===== src/rtl/eqn_streak_detect_if.sv =====
// Operand/status bundle for eqn_streak_detect: sample strobe and operands in,
// registered compare flags, streak indicator and counters out.
interface eqn_streak_detect_if #(
    parameter int WIDTH = 8,
    parameter int CNT_W = 8
);
    logic             in_valid;
    logic [WIDTH-1:0] a;
    logic [WIDTH-1:0] b;
    logic             out_valid;
    logic             eq;
    logic             gt;
    logic             lt;
    logic             ledpin;
    logic [CNT_W-1:0] streak_cnt;
    logic [15:0]      match_total;

    modport master (
        output in_valid, a, b,
        input  out_valid, eq, gt, lt, ledpin, streak_cnt, match_total
    );

    modport slave (
        input  in_valid, a, b,
        output out_valid, eq, gt, lt, ledpin, streak_cnt, match_total
    );
endinterface


===== src/rtl/eqn_streak_detect.sv =====
// Registered equality/magnitude compare with match-streak LED lock and hold-off.
// Define SIGNED_CMP_EN to make gt/lt compare two's-complement operands.
module eqn_streak_detect #(
    parameter int WIDTH    = 8,
    parameter int STREAK   = 4,
    parameter int HOLD_CYC = 16,
    parameter int CNT_W    = 8
) (
    input  logic                 clk,
    input  logic                 rst_n,
    input  logic                 clear,
    eqn_streak_detect_if.slave   bus
);
    localparam int TMR_W = (HOLD_CYC > 1) ? $clog2(HOLD_CYC) : 1;
    localparam logic [CNT_W-1:0] CNT_MAX   = {CNT_W{1'b1}};
    localparam logic [CNT_W-1:0] STREAK_C  = CNT_W'(STREAK);
    localparam logic [TMR_W-1:0] HOLD_LOAD = TMR_W'(HOLD_CYC - 1);

    typedef enum logic [1:0] {
        ST_IDLE  = 2'd0,
        ST_COUNT = 2'd1,
        ST_LOCK  = 2'd2,
        ST_HOLD  = 2'd3
    } state_t;

    state_t           state_r, state_s;
    logic [TMR_W-1:0] timer_r, timer_s;
    logic [CNT_W-1:0] streak_r, streak_s;
    logic [15:0]      total_r, total_s;
    logic [WIDTH-1:0] a_s, b_s;
    logic             match_s, miss_s, hit_s, gt_s, lt_s;
    logic             eq_r, gt_r, lt_r, ov_r, led_r;

    // Operand compare for the sample presented this cycle
    always_comb begin
        a_s     = bus.a;
        b_s     = bus.b;
        match_s = bus.in_valid & (a_s == b_s);
        miss_s  = bus.in_valid & (a_s != b_s);
`ifdef SIGNED_CMP_EN
        gt_s    = ($signed(a_s) > $signed(b_s));
        lt_s    = ($signed(a_s) < $signed(b_s));
`else
        gt_s    = (a_s > b_s);
        lt_s    = (a_s < b_s);
`endif
    end

    // Saturating streak and total counters; hit_s flags the edge a streak completes
    always_comb begin
        streak_s = streak_r;
        total_s  = total_r;
        if (match_s) begin
            if (streak_r != CNT_MAX) begin
                streak_s = streak_r + CNT_W'(1);
            end else begin
                streak_s = streak_r;
            end
            if (total_r != 16'hFFFF) begin
                total_s = total_r + 16'd1;
            end else begin
                total_s = total_r;
            end
        end else if (miss_s) begin
            streak_s = {CNT_W{1'b0}};
        end else begin
            streak_s = streak_r;
        end
        hit_s = match_s & (streak_s >= STREAK_C);
    end

    // Lock/hold next-state; a relock always beats timer expiry
    always_comb begin
        state_s = state_r;
        timer_s = timer_r;
        case (state_r)
            ST_IDLE, ST_COUNT: begin
                if (hit_s) begin
                    state_s = ST_LOCK;
                end else if (match_s) begin
                    state_s = ST_COUNT;
                end else if (miss_s) begin
                    state_s = ST_IDLE;
                end else begin
                    state_s = state_r;
                end
            end
            ST_LOCK: begin
                if (miss_s) begin
                    state_s = ST_HOLD;
                    timer_s = HOLD_LOAD;
                end else begin
                    state_s = ST_LOCK;
                end
            end
            ST_HOLD: begin
                if (hit_s) begin
                    state_s = ST_LOCK;
                    timer_s = {TMR_W{1'b0}};
                end else if (timer_r == {TMR_W{1'b0}}) begin
                    state_s = (streak_s != {CNT_W{1'b0}}) ? ST_COUNT : ST_IDLE;
                end else begin
                    timer_s = timer_r - TMR_W'(1);
                end
            end
            default: begin
                state_s = ST_IDLE;
                timer_s = {TMR_W{1'b0}};
            end
        endcase
    end

    // State, counters and registered outputs
    always_ff @(posedge clk or negedge rst_n) begin
        if (!rst_n) begin
            state_r  <= ST_IDLE;
            timer_r  <= {TMR_W{1'b0}};
            streak_r <= {CNT_W{1'b0}};
            total_r  <= 16'd0;
            eq_r     <= 1'b0;
            gt_r     <= 1'b0;
            lt_r     <= 1'b0;
            ov_r     <= 1'b0;
            led_r    <= 1'b0;
        end else if (clear) begin
            state_r  <= ST_IDLE;
            timer_r  <= {TMR_W{1'b0}};
            streak_r <= {CNT_W{1'b0}};
            total_r  <= 16'd0;
            eq_r     <= 1'b0;
            gt_r     <= 1'b0;
            lt_r     <= 1'b0;
            ov_r     <= 1'b0;
            led_r    <= 1'b0;
        end else begin
            state_r  <= state_s;
            timer_r  <= timer_s;
            streak_r <= streak_s;
            total_r  <= total_s;
            ov_r     <= bus.in_valid;
            led_r    <= (state_s == ST_LOCK) || (state_s == ST_HOLD);
            if (bus.in_valid) begin
                eq_r <= match_s;
                gt_r <= gt_s;
                lt_r <= lt_s;
            end
        end
    end

    assign bus.out_valid   = ov_r;
    assign bus.eq          = eq_r;
    assign bus.gt          = gt_r;
    assign bus.lt          = lt_r;
    assign bus.ledpin      = led_r;
    assign bus.streak_cnt  = streak_r;
    assign bus.match_total = total_r;
endmodule


===== src/flat_wrapper.sv =====
// flat-port wrapper written by rule: the top's interface ports become plain ports
module eqn_streak_detect_flat 
#(
    parameter int WIDTH    = 8,
    parameter int STREAK   = 4,
    parameter int HOLD_CYC = 16,
    parameter int CNT_W    = 8
)
  (clk, rst_n, clear, bus_in_valid, bus_a, bus_b, bus_out_valid, bus_eq, bus_gt, bus_lt, bus_ledpin, bus_streak_cnt, bus_match_total);
  eqn_streak_detect_if #(.WIDTH(WIDTH), .CNT_W(CNT_W)) bus_i ();
  input  logic clk;
  input  logic rst_n;
  input  logic clear;
  input wire logic [$bits(bus_i.in_valid)-1:0] bus_in_valid;
  input wire logic [$bits(bus_i.a)-1:0] bus_a;
  input wire logic [$bits(bus_i.b)-1:0] bus_b;
  output wire logic [$bits(bus_i.out_valid)-1:0] bus_out_valid;
  output wire logic [$bits(bus_i.eq)-1:0] bus_eq;
  output wire logic [$bits(bus_i.gt)-1:0] bus_gt;
  output wire logic [$bits(bus_i.lt)-1:0] bus_lt;
  output wire logic [$bits(bus_i.ledpin)-1:0] bus_ledpin;
  output wire logic [$bits(bus_i.streak_cnt)-1:0] bus_streak_cnt;
  output wire logic [$bits(bus_i.match_total)-1:0] bus_match_total;
  assign bus_i.in_valid = bus_in_valid;
  assign bus_i.a = bus_a;
  assign bus_i.b = bus_b;
  assign bus_out_valid = bus_i.out_valid;
  assign bus_eq = bus_i.eq;
  assign bus_gt = bus_i.gt;
  assign bus_lt = bus_i.lt;
  assign bus_ledpin = bus_i.ledpin;
  assign bus_streak_cnt = bus_i.streak_cnt;
  assign bus_match_total = bus_i.match_total;
  eqn_streak_detect #(.WIDTH(WIDTH), .STREAK(STREAK), .HOLD_CYC(HOLD_CYC), .CNT_W(CNT_W)) u_core (.clk(clk), .rst_n(rst_n), .clear(clear), .bus(bus_i));
endmodule

===== config.mk =====
export PLATFORM = sky130hd
export DESIGN_NAME = eqn_streak_detect_flat
export DESIGN_NICKNAME = d
export VERILOG_FILES = /design/src/rtl/eqn_streak_detect_if.sv /design/src/rtl/eqn_streak_detect.sv /design/src/flat_wrapper.sv
export SDC_FILE = /design/constraint.sdc
export NUM_CORES = 1
export LEC_CHECK = 0
export ABC_CLOCK_PERIOD_IN_PS = 3700
export CAP_MARGIN = 20
export CORE_MARGIN = 2
export CORE_UTILIZATION = 30
export CTS_BUF_LIST = sky130_fd_sc_hd__clkbuf_8
export CTS_CLUSTER_DIAMETER = 150
export DETAILED_ROUTE_END_ITERATION = 7
export SETUP_SLACK_MARGIN = 0.1
export SYNTH_ARGS = -nofsm -noshare
export SYNTH_HDL_FRONTEND = slang
export SYNTH_SLANG_ARGS = --single-unit

===== constraint.sdc =====
create_clock -name clk -period 3.7 [get_ports clk]
set_input_delay 0.74 -clock clk [delete_from_list [all_inputs] [get_ports clk]]
set_output_delay 0.74 -clock clk [all_outputs]
set_load 0.1 [all_outputs]

==> results.cfg, run 1 <==
[place]
dpl_cell_area_um2 = 2730
place_inst = 381
io_buffers = 48
hpwl_um = 3630
gp_congestion = 0.783
post-place-ws_ns = 0.506

[synthesis]
synthArstFlopShare = 1.00
synth_cell_type_count = 48
synthTopCellsByCount = 35 x dfrtp_1, 28 x nor2_1, 23 x nand2_1
synth_edf_count = 0
synthesis.nets = 273
synth-warning-count = 0
avgSynthCellArea_um2 = 8.93
yosysSeqAreaShare = 0.405
synth_cells = 242
synth_top_area_frac = 0.405
synth_area_leaders = dfrtp_1 41%, ha_1 6.4%, nor2_1 4.9%
synth_most_common_cell = dfrtp_1
synth_seq_cells = 35
synth_largest_area_cell = dfrtp_1
synth_top_flop_cell = dfrtp_1
syn_area_um2 = 2160

[cells_and_area]
final_area_um2 = 2850
antenna_cells = 0
fillers = 696
seq_area_um2 = 876
area_growth_pct = 31.8
fin_cells = 389
multi_input_comb_area_um2 = 1170
final_nets = 323
layout-drive-gt1-share = 0.0717
final_util = 0.415

[floorplanning]
rows = 30
fp.dieH_um = 88.9
start_util = 0.315
die_w_um = 88.9
ioPinCount = 49
dieArea_um2 = 7900
coreArea_um2 = 6870

[clocking]
cts_tree = built
clock-sinks = 35
cts_resized = 0
cts-htree-levels = 2
clockRootBuffer = clkbuf_8
worst_skew_pair.late_latency_ns = 0.28
clkTransAtPathRegs_ns = 0.08
post_cts_buffers = 0
cts_buffers = 5
hold_buffers = 0
clockBufferDepth = 2

[power]
powerDensity_nw_per_um2 = 300
p_total_mw = 0.856
ir_drop_mv = 0.160
p_leak_nw = 1.18

[timing]
finalHoldViolations = 0
hold-worst-slack_ns = 0.496
fmax_ghz = 0.344
rsz0062_at_grt = false
skew_ns = 0.00271
timing.final.ws_setup_ns = 0.793
maxSlewViolCount = 0
setup_viol = 0
tightest_slew_ns = 0.991
min_period_ns = 2.91
slew_headroom = 0.337
setup_tns_ns = 0
period_share = 0.786

[detailed_routing]
drc = 0
first_iter_violations = 129
wl_per_cell_um = 13.0
drt-total-wl_um = 5080
antenna_left = 0
via_per_inst = 4.97
vias = 1932
drtPass1Iterations = 4

[grt]
grt_pass1_wl_um = 8730
grt_max_degree = 36
grt_usage = 0.139
globalRouteOverflowTotal = 0
antenna_found_initial = 0
grt_pass1_vias = 1887

[critical_path]
setup.worst_path.class = in2reg
endpoint_kind = flip-flop
critPathMaxFanout = 10
crit_arrival_ns = 3.12
cp-start-kind = input pin
cp.required_ns = 3.91

[outcome]
outcome = finished, final reports clean

[min_path]
hold_path_class = reg2reg

[run]
maxCapViolations = 0
-- cell type report --
cell class                 instances  share of cell area
tap                               96              0.0421
clock buffer                       6              0.0290
sequential                        35               0.307
clock inverter                     2              0.0123
multi-input combinational        183               0.409
timing repair buffer              53               0.182
inverter                          14              0.0184
-- cell usage in the layout, fill, tap and decap left out, types with 3 or more instances in the layout --
master / Yosys / routed
o21ai_1: 9 / 9
clkdlybuf4s50_1: 0 / 48
xnor2_1: 3 / 3
nand3_1: 9 / 9
nor2b_1: 4 / 4
nor2_1: 28 / 28
inv_1: 13 / 13
o221ai_1: 3 / 3
xor2_1: 12 / 12
a21oi_1: 18 / 18
ha_1: 11 / 11
dfrtp_1: 35 / 35
buf_4: 0 / 5
nand4_1: 9 / 9
o211ai_1: 3 / 3
nand2_1: 23 / 23
and4_1: 4 / 4
or3_1: 6 / 6
clkbuf_8: 1 / 6
a31oi_1: 7 / 7
and3_1: 3 / 3
-- routing by layer --
metal / global-route usage / vias up / part of all wire
met2: 0.216 / 39 / 0.48
li1: - / 968 / -
met4: 0.0427 / 0 / 0.015
met5: 0 / - / 0
met1: 0.192 / 918 / 0.47
met3: 0.0323 / 7 / 0.034
-- power by group --
part / total (mW) / switching, mW / internal, mW
combinational: 0.103 / 0.0623 / 0.0406
clock: 0.364 / 0.146 / 0.218
sequential: 0.389 / 0.00341 / 0.385
-- critical path, stage by stage --
cell,delay [ns]
clkdlybuf4s50_1,0.45
inv_1,0.04
ha_1,0.32
nand4_2,0.13
or3_4,0.43
a21oi_4,0.21
nand4_2,0.26
or3_1,0.39
a21oi_1,0.14
-- path summary, 6_finish.rpt --
check / cells after the start / start / endpoint / slack [ns]
worst min register to register: 2 / u_core.bus.lt / u_core.bus.lt / 0.50
worst max-delay path: 9 / bus_b[5] / u_core.bus.match_total[11] / 0.79
min in group asynchronous: 2 / rst_n / u_core.bus.match_total[10] / 0.87
worst max register to register: 8 / u_core.bus.streak_cnt[0] / u_core.timer_r[3] / 1.23
max in group asynchronous: 2 / rst_n / u_core.state_r[1] / 2.50
worst min-delay path: 2 / u_core.bus.lt / u_core.bus.lt / 0.50
-- state kept, by name (all words and copies together) (netlist names) --
| signal | cells |
|---|---|
| u_core.bus.out_valid | 1 |
| u_core.bus.gt | 1 |
| u_core.bus.streak_cnt | 8 |
| u_core.timer_r | 4 |
| u_core.state_r | 2 |
| u_core.bus.ledpin | 1 |
| u_core.bus.eq | 1 |
| u_core.bus.lt | 1 |
| u_core.bus.match_total | 16 |
-- kinds of logic after synthesis --
logic type                 after synthesis  synth area share
muxes                                    1           0.00463
AOI/OAI and AO/OA                       54             0.164
DFF                                     35             0.405
adders and majority gates               11            0.0637
xor gates and xnor gates                15            0.0608
buffers and inverters                   24            0.0556
and+or+nand+nor                        102             0.246
No activity file was read; power rests on OpenSTA's default activity.
==> run 2: changes to the inputs <==
--- a/config.mk
+++ b/config.mk
@@ -5,7 +5,7 @@
 export SDC_FILE = /design/constraint.sdc
 export NUM_CORES = 1
 export LEC_CHECK = 0
-export ABC_CLOCK_PERIOD_IN_PS = 3700
+export ABC_CLOCK_PERIOD_IN_PS = 2400
 export CAP_MARGIN = 20
 export CORE_MARGIN = 2
 export CORE_UTILIZATION = 30
==> constraint.sdc (replaced) <==
create_clock -name clk -period 2.4 [get_ports clk]
set_input_delay 0.48 -clock clk [delete_from_list [all_inputs] [get_ports clk]]
set_output_delay 0.48 -clock clk [all_outputs]
set_load 0.1 [all_outputs]
==> results.cfg, run 2 (synthesis gave the netlist of run 1 again) <==
[critical_path]
r2r-end = u_core.timer_r[3]
worstSetupPathDepth = 8
endpoint = u_core.timer_r[3]
path_common_cell = o211ai_1
ff2ff_path_depth = 8
critPathMaxFanout = 6
crit-reg2reg-launch = u_core.bus.streak_cnt[0]
setup.worst_path.class = reg2reg
cp.required_ns = 2.59
max_stage_delay_ns = 0.52
crit_start = u_core.bus.streak_cnt[0]
cp_slowest_cell = dfrtp_4
worstPathCellList = ha_4 -> and2_4 -> nor2_2 -> o211ai_1 -> a2111o_1 -> o31ai_2 -> o311ai_1 -> o211ai_1
path_buf_inv = 0
endpoint_kind = flip-flop
cp_top_family = compound AO/OA/AOI/OAI gates
crit_arrival_ns = 2.41
r2r_slack_ns = 0.18
cp-start-kind = flip-flop

[cells_and_area]
area_growth_pct = 44.8
final_nets = 348
final_util = 0.456
final_common_cell = buf_4
largest_reg_flops = 16
antenna_cells = 0
layout-drive-gt1-share = 0.352
final_cell_mix = 58 x buf_4, 26 x nor2_1, 23 x nand2_1
fillers = 679

[clocking]
cts_buffers = 5
clock-sinks = 35
clkTransAtPathRegs_ns = 0.07
worst_skew_pair.late_latency_ns = 0.28
clockBufferDepth = 2
hold_buffers = 0
clockRootBuffer = clkbuf_8
cts_tree = built
cts-htree-levels = 2

[timing]
min_period_ns = 2.22
slew_headroom = 0.694
fmax_ghz = 0.450
period_share = 0.925
maxSlewViolCount = 0
tightest_slew_ns = 0.460
setup_viol = 0
finalHoldViolations = 0
rsz0062_at_grt = true
skew_ns = 0.00862

[detailed_routing]
drtPass1Iterations = 4
vias = 2029
antenna_left = 0
first_iter_violations = 137
drt-total-wl_um = 5430
wl_per_cell_um = 13.1
via_per_inst = 4.90
drc = 0

[power]
p_leak_nw = 1.40
p_clk_frac = 0.394
powerDensity_nw_per_um2 = 415
p_seq_frac = 0.463
p_int_mw = 0.973
ir_drop_mv = 0.191
combPwrFrac = 0.143
p_total_mw = 1.30
power_switching_mw = 0.326
sw_frac_of_total = 0.251

[floorplanning]
ioPinCount = 49
coreArea_um2 = 6870
rows = 30
die_w_um = 88.9
dieArea_um2 = 7900
fp.dieH_um = 88.9
start_util = 0.315

[run]
maxCapViolations = 0

[grt]
grt_max_degree = 36
grt_pass1_vias = 1949
grt_pass1_wl_um = 9050
grt_usage = 0.143
antenna_found_initial = 0
globalRouteOverflowTotal = 0

[min_path]
hold_path_class = reg2reg
hp-start = u_core.bus.lt

[place]
io_buffers = 48
gp_congestion = 0.752
hpwl_um = 3790

[outcome]
outcome = finished, final reports clean
[run 2: cell types whose count changed in the layout (fill, tap and decap cells not counted), sizes merged]
cell           before  now
nand4              11   12
clkbuf              6    5
dlygate4sd2         0   13
clkdlybuf4s50      48    2
dlymetal6s2s        0    4
buf                 5   58
inv                14   16
clkinv              1    0
[run 2: layout make-up]
cell class	instances	area, um^2	area share
sequential	35	900	0.287
multi-input combinational	184	1330	0.426
tap	96	120	0.0384
clock buffer	5	68.8	0.0220
clock inverter	3	37.5	0.0120
inverter	14	52.6	0.0168
timing repair buffer	77	619	0.198
[run 2: power by group through the flow]
stage               sequential [mW]  combinational (mW)  clock (mW)
floorplan                     0.642              0.0593           0
global placement              0.612               0.165           0
detailed placement            0.613               0.167           0
CTS                           0.601               0.185       0.528
global route                  0.602               0.205       0.553
finish                        0.601               0.186       0.512
[run 2: metal layers]
| layer | up-vias | global-route usage | wire (um) | share of wire |
|---|---|---|---|---|
| met5 | - | 0 | 0 | 0 |
| met4 | 0 | 0.0386 | 78 | 0.014 |
| met3 | 7 | 0.0175 | 93 | 0.017 |
| met2 | 19 | 0.228 | 2600 | 0.48 |
| met1 | 984 | 0.204 | 2670 | 0.49 |
| li1 | 1019 | - | - | - |
[run 2: worst min-delay path, stage by stage, from the launching register on]
cell and delay (ns):
dfrtp_1 0.35, nand2_1 0.05, o21ai_1 0.07
[run 2: what timing repair did]
| action | CTS | global route |
|---|---|---|
| gates cloned | 1 | 0 |
| setup buffers | 2 | 4 |
| endpoints found under the setup margin | 17 | 21 |
| gates resized for setup | 34 | 7 |
| pin swaps | 13 | 6 |
| endpoints found under the hold margin | 0 | 0 |
[run 2: metrics by stage]
| stage | area (um^2) | hold WS (ns) | TNS, ns | setup slack [ns] | instances |
|---|---|---|---|---|---|
| 2_1_floorplan | 2210 | 0.184 | 0 | 0.0262 | 242 |
| 3_3_place_gp | 2840 | 0.477 | -4.62 | -0.270 | 399 |
| 3_5_place_dp | 2840 | 0.509 | -5.32 | -0.343 | 399 |
| 4_1_cts | 3080 | 0.525 | 0 | 0.0637 | 410 |
| 5_1_grt | 3130 | 0.571 | 0 | 0.0435 | 414 |
| 6_report | 3130 | 0.514 | 0 | 0.180 | 414 |
[run 2: worst min-delay path by stage]
stage / to / cells past startpoint
finish: u_core.bus.lt / 2
global route: u_core.bus.lt / 2
CTS: u_core.bus.lt / 2
detailed placement: u_core.bus.lt / 2
global placement: u_core.bus.lt / 2
floorplan: u_core.bus.eq / 0
==> run 3: changes to the inputs <==
--- a/config.mk
+++ b/config.mk
@@ -8,10 +8,12 @@
 export ABC_CLOCK_PERIOD_IN_PS = 2400
 export CAP_MARGIN = 20
 export CORE_MARGIN = 2
-export CORE_UTILIZATION = 30
+export CORE_UTILIZATION = 47
 export CTS_BUF_LIST = sky130_fd_sc_hd__clkbuf_8
 export CTS_CLUSTER_DIAMETER = 150
 export DETAILED_ROUTE_END_ITERATION = 7
+export GPL_ROUTABILITY_DRIVEN = 0
+export PLACE_DENSITY = 0.78
 export SETUP_SLACK_MARGIN = 0.1
 export SYNTH_ARGS = -nofsm -noshare
 export SYNTH_HDL_FRONTEND = slang
==> results.cfg, run 3 (synthesis gave the netlist of run 1 again) <==
[place]
post-place-ws_ns = -0.352
io_buffers = 48
dpl_cell_area_um2 = 2800
hpwl_um = 3800

[grt]
globalRouteOverflowTotal = 0
antenna_found_initial = 0
grt_max_degree = 36
grt_pass1_wl_um = 9600
grt_usage = 0.236
grt_pass1_vias = 2066

[timing]
tightest_slew_ns = 0.450
period_share = 0.968
min_period_ns = 2.32
setup_viol = 0
rsz0062_at_grt = true
maxSlewViolCount = 0
timing.final.ws_setup_ns = 0.0779
slew_headroom = 0.700
fmax_ghz = 0.431
finalHoldViolations = 0
skew_ns = 0.00566

[clocking]
cts_buffers = 5
clockRootBuffer = clkbuf_8
cts_tree = built
cts-htree-levels = 2
worst_skew_pair.late_latency_ns = 0.30
clock-sinks = 35
clockBufferDepth = 2
clkTransAtPathRegs_ns = 0.08

[critical_path]
ff2ff_path_depth = 9
critPathMaxFanout = 6
endpoint_kind = flip-flop
crit-reg2reg-launch = u_core.bus.streak_cnt[1]
cp-start-kind = flip-flop
setup.worst_path.class = reg2reg
endpoint = u_core.timer_r[1]
crit_start = u_core.bus.streak_cnt[1]
r2r_slack_ns = 0.08
cp.required_ns = 2.61
crit_arrival_ns = 2.54
r2r-end = u_core.timer_r[1]

[detailed_routing]
vias = 2148
antenna_left = 0
drtPass1Iterations = 4
first_iter_violations = 136
via_per_inst = 5.77
wl_per_cell_um = 15.7
drc = 0
drt-total-wl_um = 5830

[cells_and_area]
largest_reg_flops = 16
layout-drive-gt1-share = 0.366
final_area_um2 = 3120
final_cell_mix = 60 x buf_4, 27 x nor2_1, 23 x nand2_1
final_nets = 350
fillers = 320
antenna_cells = 0
area_growth_pct = 44.2
final_common_cell = buf_4

[min_path]
hold_path_class = reg2reg

[power]
p_int_mw = 0.981
p_clk_frac = 0.411
combPwrFrac = 0.142
ir_drop_mv = 0.379
powerDensity_nw_per_um2 = 431
power_switching_mw = 0.362
sw_frac_of_total = 0.269
p_seq_frac = 0.447
p_leak_nw = 1.40

[floorplanning]
start_util = 0.493
die_w_um = 71.8
fp.dieH_um = 71.8
ioPinCount = 49
dieArea_um2 = 5160
rows = 24
coreArea_um2 = 4380

[outcome]
outcome = finished, final reports clean

[run]
maxCapViolations = 0
## run 3: worst min-delay path by stage
stage	to	slack (ns)	start	depth (start not counted)
after floorplan	u_core.bus.eq	0.18	rst_n	0
after global routing	u_core.bus.lt	0.57	u_core.bus.lt	2
after global placement	u_core.bus.lt	0.49	u_core.bus.lt	2
final	u_core.bus.lt	0.51	u_core.bus.lt	2
after CTS	u_core.bus.lt	0.51	u_core.bus.lt	2
after detailed placement	u_core.bus.lt	0.49	u_core.bus.lt	2
## run 3: critical path: stages (launching register included)
cell and delay [ns]:
dfrtp_4 0.52, ha_4 0.18, and2_4 0.17, nor2_1 0.08
o211ai_1 0.09, a2111o_1 0.55, a211oi_4 0.34, buf_4 0.16
nand3_1 0.08, o221ai_2 0.07
## run 3: what timing repair did
| item | CTS | global route |
|---|---|---|
| pin swaps | 14 | 5 |
| hold buffers | 0 | 0 |
| gates resized for setup | 39 | 5 |
| setup endpoints to repair | 15 | 16 |
| buffers inserted | 4 | 3 |
| gates cloned | 1 | 0 |
## run 3: area by class of cell
cell class | instances | area (um^2) | area share
multi-input combinational | 184 | 1360 | 0.438
sequential | 35 | 900 | 0.289
clock buffer | 5 | 68.8 | 0.0221
timing repair buffer | 79 | 623 | 0.200
clock inverter | 3 | 43.8 | 0.0141
tap | 52 | 65.1 | 0.0209
inverter | 14 | 52.6 | 0.0169
## run 3: power groups by stage
| stage | registers, mW | logic, mW | clock network, mW |
|---|---|---|---|
| 6_report | 0.600 | 0.191 | 0.552 |
| 3_5_place_dp | 0.612 | 0.169 | 0 |
| 5_1_grt | 0.601 | 0.209 | 0.582 |
| 3_3_place_gp | 0.612 | 0.165 | 0 |
| 2_1_floorplan | 0.642 | 0.0593 | 0 |
| 4_1_cts | 0.600 | 0.188 | 0.554 |
## run 3: stage by stage
step                power (mW)  setup TNS [ns]  utilization  std cells  hold WS, ns
finish                    1.34               0        0.711        372        0.512
global route              1.39               0        0.711        372        0.570
CTS                       1.34               0        0.699        369        0.513
detailed placement       0.781           -5.11        0.638        356        0.492
global placement         0.777           -4.19        0.638        356        0.493
floorplan                0.701               0            -        242        0.184
## run 3: routing by layer
metal	vias to the layer above	global-route usage	routed length (um)
li1	1025	-	-
met1	1050	0.319	2580
met2	56	0.381	2850
met3	17	0.0506	251
met4	0	0.0734	151
met5	-	0	0
